### src/rtl/mandelbrot_pkg.sv
// ---------------------------------------------------------------------------
// mandelbrot_pkg
// Shared types and helpers for the Mandelbrot escape-time engine.
//   state_e        : controller states (IDLE / ITER / DONE)
//   esc_threshold  : escape radius squared (4.0) expressed with q fractional bits
// ---------------------------------------------------------------------------
package mandelbrot_pkg;

  typedef enum logic [1:0] {
    IDLE = 2'd0,
    ITER = 2'd1,
    DONE = 2'd2
  } state_e;

  // 4.0 in fixed point with q fractional bits.
  function automatic int unsigned esc_threshold(input int unsigned q);
    return 32'd4 << q;
  endfunction

endpackage

### src/rtl/mandelbrot_engine_if.sv
// ---------------------------------------------------------------------------
// mandelbrot_engine_if
// Job/result handshake bundle between a coordinate source, the engine and a
// result consumer.
//   in_valid/in_ready   : point request handshake
//   c_real/c_imag       : signed fixed-point point c
//   out_valid/out_ready : result handshake
//   count/escaped       : escape iteration index and escape flag
// master = source/consumer side, slave = engine side.
// ---------------------------------------------------------------------------
interface mandelbrot_engine_if #(
  parameter int N     = 16,
  parameter int CNT_W = 8
);

  logic                 in_valid;
  logic                 in_ready;
  logic signed [N-1:0]  c_real;
  logic signed [N-1:0]  c_imag;
  logic                 out_valid;
  logic                 out_ready;
  logic [CNT_W-1:0]     count;
  logic                 escaped;

  modport master (
    output in_valid, c_real, c_imag, out_ready,
    input  in_ready, out_valid, count, escaped
  );

  modport slave (
    input  in_valid, c_real, c_imag, out_ready,
    output in_ready, out_valid, count, escaped
  );

endinterface

### src/rtl/mandelbrot_engine_fx_mul.sv
// ---------------------------------------------------------------------------
// fx_mul
// Signed N x N fixed-point multiply followed by an arithmetic (flooring)
// right shift of SHIFT bits, result kept in OUT_W bits.
//   a_i, b_i : signed N-bit operands
//   p_o      : (a_i * b_i) >>> SHIFT, truncated/extended to OUT_W bits
// ---------------------------------------------------------------------------
module fx_mul #(
  parameter int Q     = 12,
  parameter int N     = 16,
  parameter int SHIFT = Q,
  parameter int OUT_W = 2 * N
) (
  input  logic signed [N-1:0]     a_i,
  input  logic signed [N-1:0]     b_i,
  output logic signed [OUT_W-1:0] p_o
);

  logic signed [2*N-1:0] prod_s;

  assign prod_s = a_i * b_i;
  assign p_o    = OUT_W'(prod_s >>> SHIFT);

endmodule

### src/rtl/mandelbrot_engine.sv
// ---------------------------------------------------------------------------
// mandelbrot_engine
// Escape-time iterator: accepts c, runs z <- z^2 + c from z = 0 at one
// iteration per clock, reports the escape index (or MAX_ITER) and a flag.
//   CLK   : rising-edge clock
//   RST_N : asynchronous active-low reset, aborts any job in flight
//   bus   : slave side of mandelbrot_engine_if (request + result handshakes)
// All handshake outputs are driven straight from flops.
// ---------------------------------------------------------------------------
module mandelbrot_engine
  import mandelbrot_pkg::*;
#(
  parameter int Q        = 12,
  parameter int N        = 16,
  parameter int MAX_ITER = 255,
  parameter int CNT_W    = $clog2(MAX_ITER + 1)
) (
  input  logic                 CLK,
  input  logic                 RST_N,
  mandelbrot_engine_if.slave   bus
);

  if (N - Q < 4) begin : g_range_chk
    $error("mandelbrot_engine: N-Q must be at least 4");
  end
  if (MAX_ITER < 1) begin : g_iter_chk
    $error("mandelbrot_engine: MAX_ITER must be at least 1");
  end

  // Squares are non-negative, so the sum never exceeds 2N+1 signed bits.
  localparam logic signed [2*N:0]  ESC_TH = (2*N+1)'(esc_threshold(Q));
  localparam logic [CNT_W-1:0]     LAST_K = CNT_W'(MAX_ITER - 1);
  localparam logic [CNT_W-1:0]     MAX_K  = CNT_W'(MAX_ITER);

  state_e                state_q, state_d;
  logic signed [N-1:0]   cr_q, cr_d, ci_q, ci_d;
  logic signed [N-1:0]   zr_q, zr_d, zi_q, zi_d;
  logic [CNT_W-1:0]      k_q, k_d;
  logic [CNT_W-1:0]      count_q, count_d;
  logic                  escaped_q, escaped_d;
  logic                  in_ready_q, in_ready_d;
  logic                  out_valid_q, out_valid_d;

  logic signed [2*N-1:0] zr2_s, zi2_s;
  logic signed [N-1:0]   zri_s;
  logic signed [2*N:0]   mag_s;
  logic                  escape_s;
  logic signed [N-1:0]   zr_next_s, zi_next_s;

  fx_mul #(.Q(Q), .N(N), .SHIFT(Q),   .OUT_W(2*N)) u_mul_rr (.a_i(zr_q), .b_i(zr_q), .p_o(zr2_s));
  fx_mul #(.Q(Q), .N(N), .SHIFT(Q),   .OUT_W(2*N)) u_mul_ii (.a_i(zi_q), .b_i(zi_q), .p_o(zi2_s));
  // Shifting by Q-1 folds the factor 2 of 2*zr*zi into the multiplier.
  fx_mul #(.Q(Q), .N(N), .SHIFT(Q-1), .OUT_W(N))   u_mul_ri (.a_i(zr_q), .b_i(zi_q), .p_o(zri_s));

  // Magnitude kept wide so a large z (up to the full +-8 range) cannot wrap below the threshold.
  assign mag_s     = {zr2_s[2*N-1], zr2_s} + {zi2_s[2*N-1], zi2_s};
  assign escape_s  = (mag_s > ESC_TH);
  assign zr_next_s = zr2_s[N-1:0] - zi2_s[N-1:0] + cr_q;
  assign zi_next_s = zri_s + ci_q;

  // Next-state and datapath update logic.
  always_comb begin
    state_d     = state_q;
    cr_d        = cr_q;
    ci_d        = ci_q;
    zr_d        = zr_q;
    zi_d        = zi_q;
    k_d         = k_q;
    count_d     = count_q;
    escaped_d   = escaped_q;
    in_ready_d  = in_ready_q;
    out_valid_d = out_valid_q;
    case (state_q)
      IDLE: begin
        if (bus.in_valid && in_ready_q) begin
          cr_d       = bus.c_real;
          ci_d       = bus.c_imag;
          zr_d       = {N{1'b0}};
          zi_d       = {N{1'b0}};
          k_d        = {CNT_W{1'b0}};
          in_ready_d = 1'b0;
          state_d    = ITER;
        end else begin
          state_d    = IDLE;
        end
      end
      ITER: begin
        if (escape_s) begin
          count_d     = k_q;
          escaped_d   = 1'b1;
          out_valid_d = 1'b1;
          state_d     = DONE;
        end else if (k_q == LAST_K) begin
          count_d     = MAX_K;
          escaped_d   = 1'b0;
          out_valid_d = 1'b1;
          state_d     = DONE;
        end else begin
          zr_d        = zr_next_s;
          zi_d        = zi_next_s;
          k_d         = k_q + CNT_W'(1'b1);
        end
      end
      DONE: begin
        if (bus.out_ready) begin
          out_valid_d = 1'b0;
          in_ready_d  = 1'b1;
          state_d     = IDLE;
        end else begin
          state_d     = DONE;
        end
      end
      default: begin
        state_d     = IDLE;
        in_ready_d  = 1'b1;
        out_valid_d = 1'b0;
      end
    endcase
  end

  // State, datapath and output registers.
  always_ff @(posedge CLK or negedge RST_N) begin
    if (!RST_N) begin
      state_q     <= IDLE;
      cr_q        <= {N{1'b0}};
      ci_q        <= {N{1'b0}};
      zr_q        <= {N{1'b0}};
      zi_q        <= {N{1'b0}};
      k_q         <= {CNT_W{1'b0}};
      count_q     <= {CNT_W{1'b0}};
      escaped_q   <= 1'b0;
      in_ready_q  <= 1'b1;
      out_valid_q <= 1'b0;
    end else begin
      state_q     <= state_d;
      cr_q        <= cr_d;
      ci_q        <= ci_d;
      zr_q        <= zr_d;
      zi_q        <= zi_d;
      k_q         <= k_d;
      count_q     <= count_d;
      escaped_q   <= escaped_d;
      in_ready_q  <= in_ready_d;
      out_valid_q <= out_valid_d;
    end
  end

  assign bus.in_ready  = in_ready_q;
  assign bus.out_valid = out_valid_q;
  assign bus.count     = count_q;
  assign bus.escaped   = escaped_q;

endmodule
### src/flat_wrapper.sv
// flat-port wrapper written by rule: the top's interface ports become plain ports
module mandelbrot_engine_flat import mandelbrot_pkg::*;
#(
  parameter int Q        = 12,
  parameter int N        = 16,
  parameter int MAX_ITER = 255,
  parameter int CNT_W    = $clog2(MAX_ITER + 1)
)
  (CLK, RST_N, bus_in_valid, bus_c_real, bus_c_imag, bus_out_ready, bus_in_ready, bus_out_valid, bus_count, bus_escaped);
  mandelbrot_engine_if #(.N(N), .CNT_W(CNT_W)) bus_i ();
  input  logic CLK;
  input  logic RST_N;
  input wire logic [$bits(bus_i.in_valid)-1:0] bus_in_valid;
  input wire logic [$bits(bus_i.c_real)-1:0] bus_c_real;
  input wire logic [$bits(bus_i.c_imag)-1:0] bus_c_imag;
  input wire logic [$bits(bus_i.out_ready)-1:0] bus_out_ready;
  output wire logic [$bits(bus_i.in_ready)-1:0] bus_in_ready;
  output wire logic [$bits(bus_i.out_valid)-1:0] bus_out_valid;
  output wire logic [$bits(bus_i.count)-1:0] bus_count;
  output wire logic [$bits(bus_i.escaped)-1:0] bus_escaped;
  assign bus_i.in_valid = bus_in_valid;
  assign bus_i.c_real = bus_c_real;
  assign bus_i.c_imag = bus_c_imag;
  assign bus_i.out_ready = bus_out_ready;
  assign bus_in_ready = bus_i.in_ready;
  assign bus_out_valid = bus_i.out_valid;
  assign bus_count = bus_i.count;
  assign bus_escaped = bus_i.escaped;
  mandelbrot_engine #(.Q(Q), .N(N), .MAX_ITER(MAX_ITER), .CNT_W(CNT_W)) u_core (.CLK(CLK), .RST_N(RST_N), .bus(bus_i));
endmodule
### config.mk
export PLATFORM = sky130hd
export DESIGN_NAME = mandelbrot_engine_flat
export DESIGN_NICKNAME = d
export VERILOG_FILES = /design/src/rtl/mandelbrot_pkg.sv /design/src/rtl/mandelbrot_engine_if.sv /design/src/rtl/mandelbrot_engine_fx_mul.sv /design/src/rtl/mandelbrot_engine.sv /design/src/flat_wrapper.sv
export SDC_FILE = /design/constraint.sdc
export NUM_CORES = 2
export LEC_CHECK = 0
export ABC_AREA = 1
export BUFFER_PORTS_ARGS = -buffer_cell sky130_fd_sc_hd__buf_4
export CAP_MARGIN = 20
export CORE_ASPECT_RATIO = 2
export CORE_MARGIN = 4
export CORE_UTILIZATION = 55
export DETAILED_ROUTE_END_ITERATION = 10
export GPL_ROUTABILITY_DRIVEN = 0
export PLACE_DENSITY = 0.8
export SYNTH_ARGS = -nofsm -noshare
export SYNTH_HDL_FRONTEND = slang
export SYNTH_HIERARCHICAL = 1
export SYNTH_SLANG_ARGS = --single-unit
### constraint.sdc
create_clock -name CLK -period 10 [get_ports CLK]
set_clock_uncertainty 0.15 [all_clocks]
set_input_delay 2 -clock CLK [delete_from_list [all_inputs] [get_ports CLK]]
set_output_delay 2 -clock CLK [all_outputs]
set_load 0.02 [all_outputs]
==> run_results.csv <==
group,metric,value,unit
route,number_of_vias_after_detailed_routing,34130,
sta,grt_setup_unrepaired,"false",
setup_path,r2r.worst_path.cells,39,
sta,final_hold_viol_count,0,
placed_design,port_buffers,46,
global_route,grt_pass1_vias,37020,
yosys,yosysWarnings,6,
run,drv_cap,0,
route,drc_errors,0,
sta,post-route-period-util,0.9494,
global_route,grt_overflow_total,0,
setup_path,end_kind,"register",
clock_tree,hold_buffers,0,
route,detail_route.wirelength,109000,um
global_route,overall_routing_resource_usage,0.2940,
floorplan,total_die_area,75410,um^2
global_route,grt_antenna_before_repair,1,
power,powerDensity,224.5,nW/um^2
yosys,synthArstFlopShare,1.000,
setup_path,sort_of_element_at_the_start_of_the_critical_path,"register",
yosys,yosys.area.top_type_share,0.3890,
floorplan,ios,47,
global_route,grt_pass1_wl,176400,um
setup_path,reg2reg_from,"u_core/zi_q[14]",
yosys,synth_area,38950,um^2
sta,setup_viol,0,
yosys,ys_dominant_reg_cell,"dfrtp_1",
sta,report.final.slew_viol_count,0,
final_layout,fill_cells,6395,
clock_tree,clock_tree.htree_level_count,3,
setup_path,critical_path.most_common_cell,"nand2_1",
sta,max_clock_freq,0.1053,GHz
global_route,grt_max_degree,72,
final_layout,area_growth_syn_to_layout,3.864,%
route,initialDrtViolationCount,2187,
floorplan,initial_core_util,0.5570,
floorplan,floorplan.core_area,69940,um^2
placed_design,dpl.hpwl,90420,um
setup_path,worstPathRequired,10.10,ns
worst_hold_path,hold_class,"reg2reg",
route,avgRoutedWirePerCell,17.13,um
setup_path,worstSetupStartpoint,"u_core/zi_q[14]",
yosys,syn_nets,6622,
setup_path,worst_path_max_stage_delay,0.95,ns
floorplan,dieWidth,196.2,um
setup_path,cp_max_fo,51,
route,via_per_inst,5.365,
yosys,synth_top_area_cell,"fa_1",
setup_path,critical_path.slowest_cell,"dfrtp_1",
clock_tree,cts_sinks,85,
sta,fin_crit,9.494,ns
sta,fin_worst_hold_slack,0.3387,ns
final_layout,nNetsFinal,6541,
worst_hold_path,min-delay-start,"u_core/bus.in_ready",
clock_tree,clk_latency,0.38,ns
yosys,netlist-cell-type-count,47,
power,cellLeakagePower,0.02524,uW
final_layout,drive_above_1_share,0.03757,
outcome,run_status,"finished clean",
yosys,avgSynthCellArea,7.040,um^2
route,route.antenna.remaining_nets,0,
yosys,yosys.cell_count.top_type,"inv_1",
yosys,synth-seq-area-share,0.05463,
clock_tree,tritoncts,"built",
clock_tree,max-clock-path-buffers,2,
yosys,synth_edf_count,0,
floorplan,floorplan.die.height,384.4,um
sta,worst_pin_slew,1.123,ns
clock_tree,clk_pin_slew_worst_paths,0.07,ns
sta,slew-limit-headroom,0.2515,
yosys,synthTopCellsByArea,"fa_1 (39%), inv_1 (16%), nand2_1 (16%)",
clock_tree,clock_tree.root_cell,"clkbuf_16",
setup_path,crit_type,"reg2reg",
clock_tree,cts_buffers,9,
route,detail_route.first_pass.iterations,9,
power,peakVddDrop,0.3023,mV
yosys,ys_ff_latch,85,
yosys,synth.cells.most_frequent,"inv_1 (1,644), nand2_1 (1,616), fa_1 (757)",
worst_hold_path,holdPathStages,2,
floorplan,placementRows,137,
sta,totalNegativeSetupSlack,0,ns
yosys,cell_count_after_synthesis,5533,
setup_path,cp.arrival,9.60,ns
==> registers in the layout (all words and copies together), names as in the netlist, 2 cells and up <==
signal	flops
u_core/state_q	2
u_core/cr_q	16
u_core/k_q	8
u_core/zr_q	16
u_core/bus.count	8
u_core/zi_q	16
u_core/ci_q	16
==> report_power, final <==
| group | internal (uW) | total (uW) | leakage, uW | switching (uW) |
|---|---|---|---|---|
| registers | 476 | 713 | 0.00109 | 237 |
| clock network | 205 | 375 | 0.000156 | 170 |
| logic | 2630 | 7990 | 0.0240 | 5370 |
| total | 3310 | 9080 | 0.0252 | 5770 |
==> path summary, 6_finish.rpt <==
kind	to	slack, ns
setup reg to reg	u_core/bus.count[4]	0.51
hold reg to reg	u_core/bus.in_ready	0.34
min in group asynchronous	u_core/ci_q[0]	1.33
hold / removal	u_core/bus.in_ready	0.34
setup / recovery	u_core/bus.count[4]	0.51
max in group asynchronous	u_core/zr_q[7]	7.07
==> metal layers <==
layer	share of wire	GRT usage	vias to the layer above
met1	0.31	0.2792	16330
met2	0.53	0.5431	1502
met4	0.11	0.2557	0
met3	0.057	0.04128	727
met5	0	0	-
li1	-	-	15570
==> kinds of logic after synthesis <==
| group | Yosys count | synth area share |
|---|---|---|
| DFF | 85 | 0.05464 |
| xor gates and xnor gates | 61 | 0.01371 |
| buffers and inverters | 1870 | 0.1840 |
| adders and majority gates | 1053 | 0.4841 |
| AOI/OAI and AO/OA | 267 | 0.03652 |
| and+or+nand+nor | 2197 | 0.2271 |
==> timing repair <==
| action | CTS | global route |
|---|---|---|
| gates resized for setup | 0 | 10 |
| buffers inserted | 0 | 0 |
| endpoints found under the setup margin | 0 | 49 |
==> critical path, delay by kind of cell, from the launching register on <==
| family | cells | cell delay, ns |
|---|---|---|
| buffers and inverters | 6 | 0.90 |
| adders and majority gates | 8 | 4.05 |
| DFF | 1 | 0.95 |
| and+or+nand+nor | 22 | 2.63 |
| AOI/OAI and AO/OA | 3 | 0.62 |
==> metrics by stage <==
| step | instances | total power, uW | util | setup WS, ns | area (um^2) |
|---|---|---|---|---|---|
| floorplan | 5533 | 6193 | - | 1.823 | 38950 |
| global placement | 6343 | 8266 | 0.5733 | 0.6488 | 40100 |
| detailed placement | 6344 | 8437 | 0.5737 | 0.4809 | 40120 |
| CTS | 6360 | 8881 | 0.5782 | 0.4527 | 40440 |
| global route | 6360 | 9968 | 0.5785 | 0.07500 | 40460 |
| finish | 6361 | 9082 | 0.5785 | 0.5059 | 40460 |
==> layout by cell type (no fill, tap or decap), drive strengths merged, types with 3 or more instances in the layout <==
cell type	instances
a21boi	3
a21o	4
a21oi	145
a31oi	3
buf	126
clkbuf	10
clkinv	3
dfrtp	84
fa	757
ha	296
inv	1654
nand2	1629
nand3	154
nand3b	13
nand4	60
nor2	289
nor3	29
nor4	5
o21a	3
o21ai	91
o21bai	13
or2	11
xnor2	26
xor2	35
==> layout make-up <==
| type | instances | area [um^2] | area share |
|---|---|---|---|
| Clock inverter | 6 | 76.32 | 0.001886 |
| Antenna cell | 1 | 2.502 | 0.00006185 |
| Multi-Input combinational cell | 3578 | 29670 | 0.7333 |
| Sequential cell | 85 | 2138 | 0.05285 |
| Timing Repair Buffer | 126 | 1003 | 0.02480 |
| Clock buffer | 10 | 239.0 | 0.005907 |
| Inverter | 1652 | 6201 | 0.1533 |
| Tap cell | 903 | 1130 | 0.02792 |
Power figures use the tool's default switching activity.
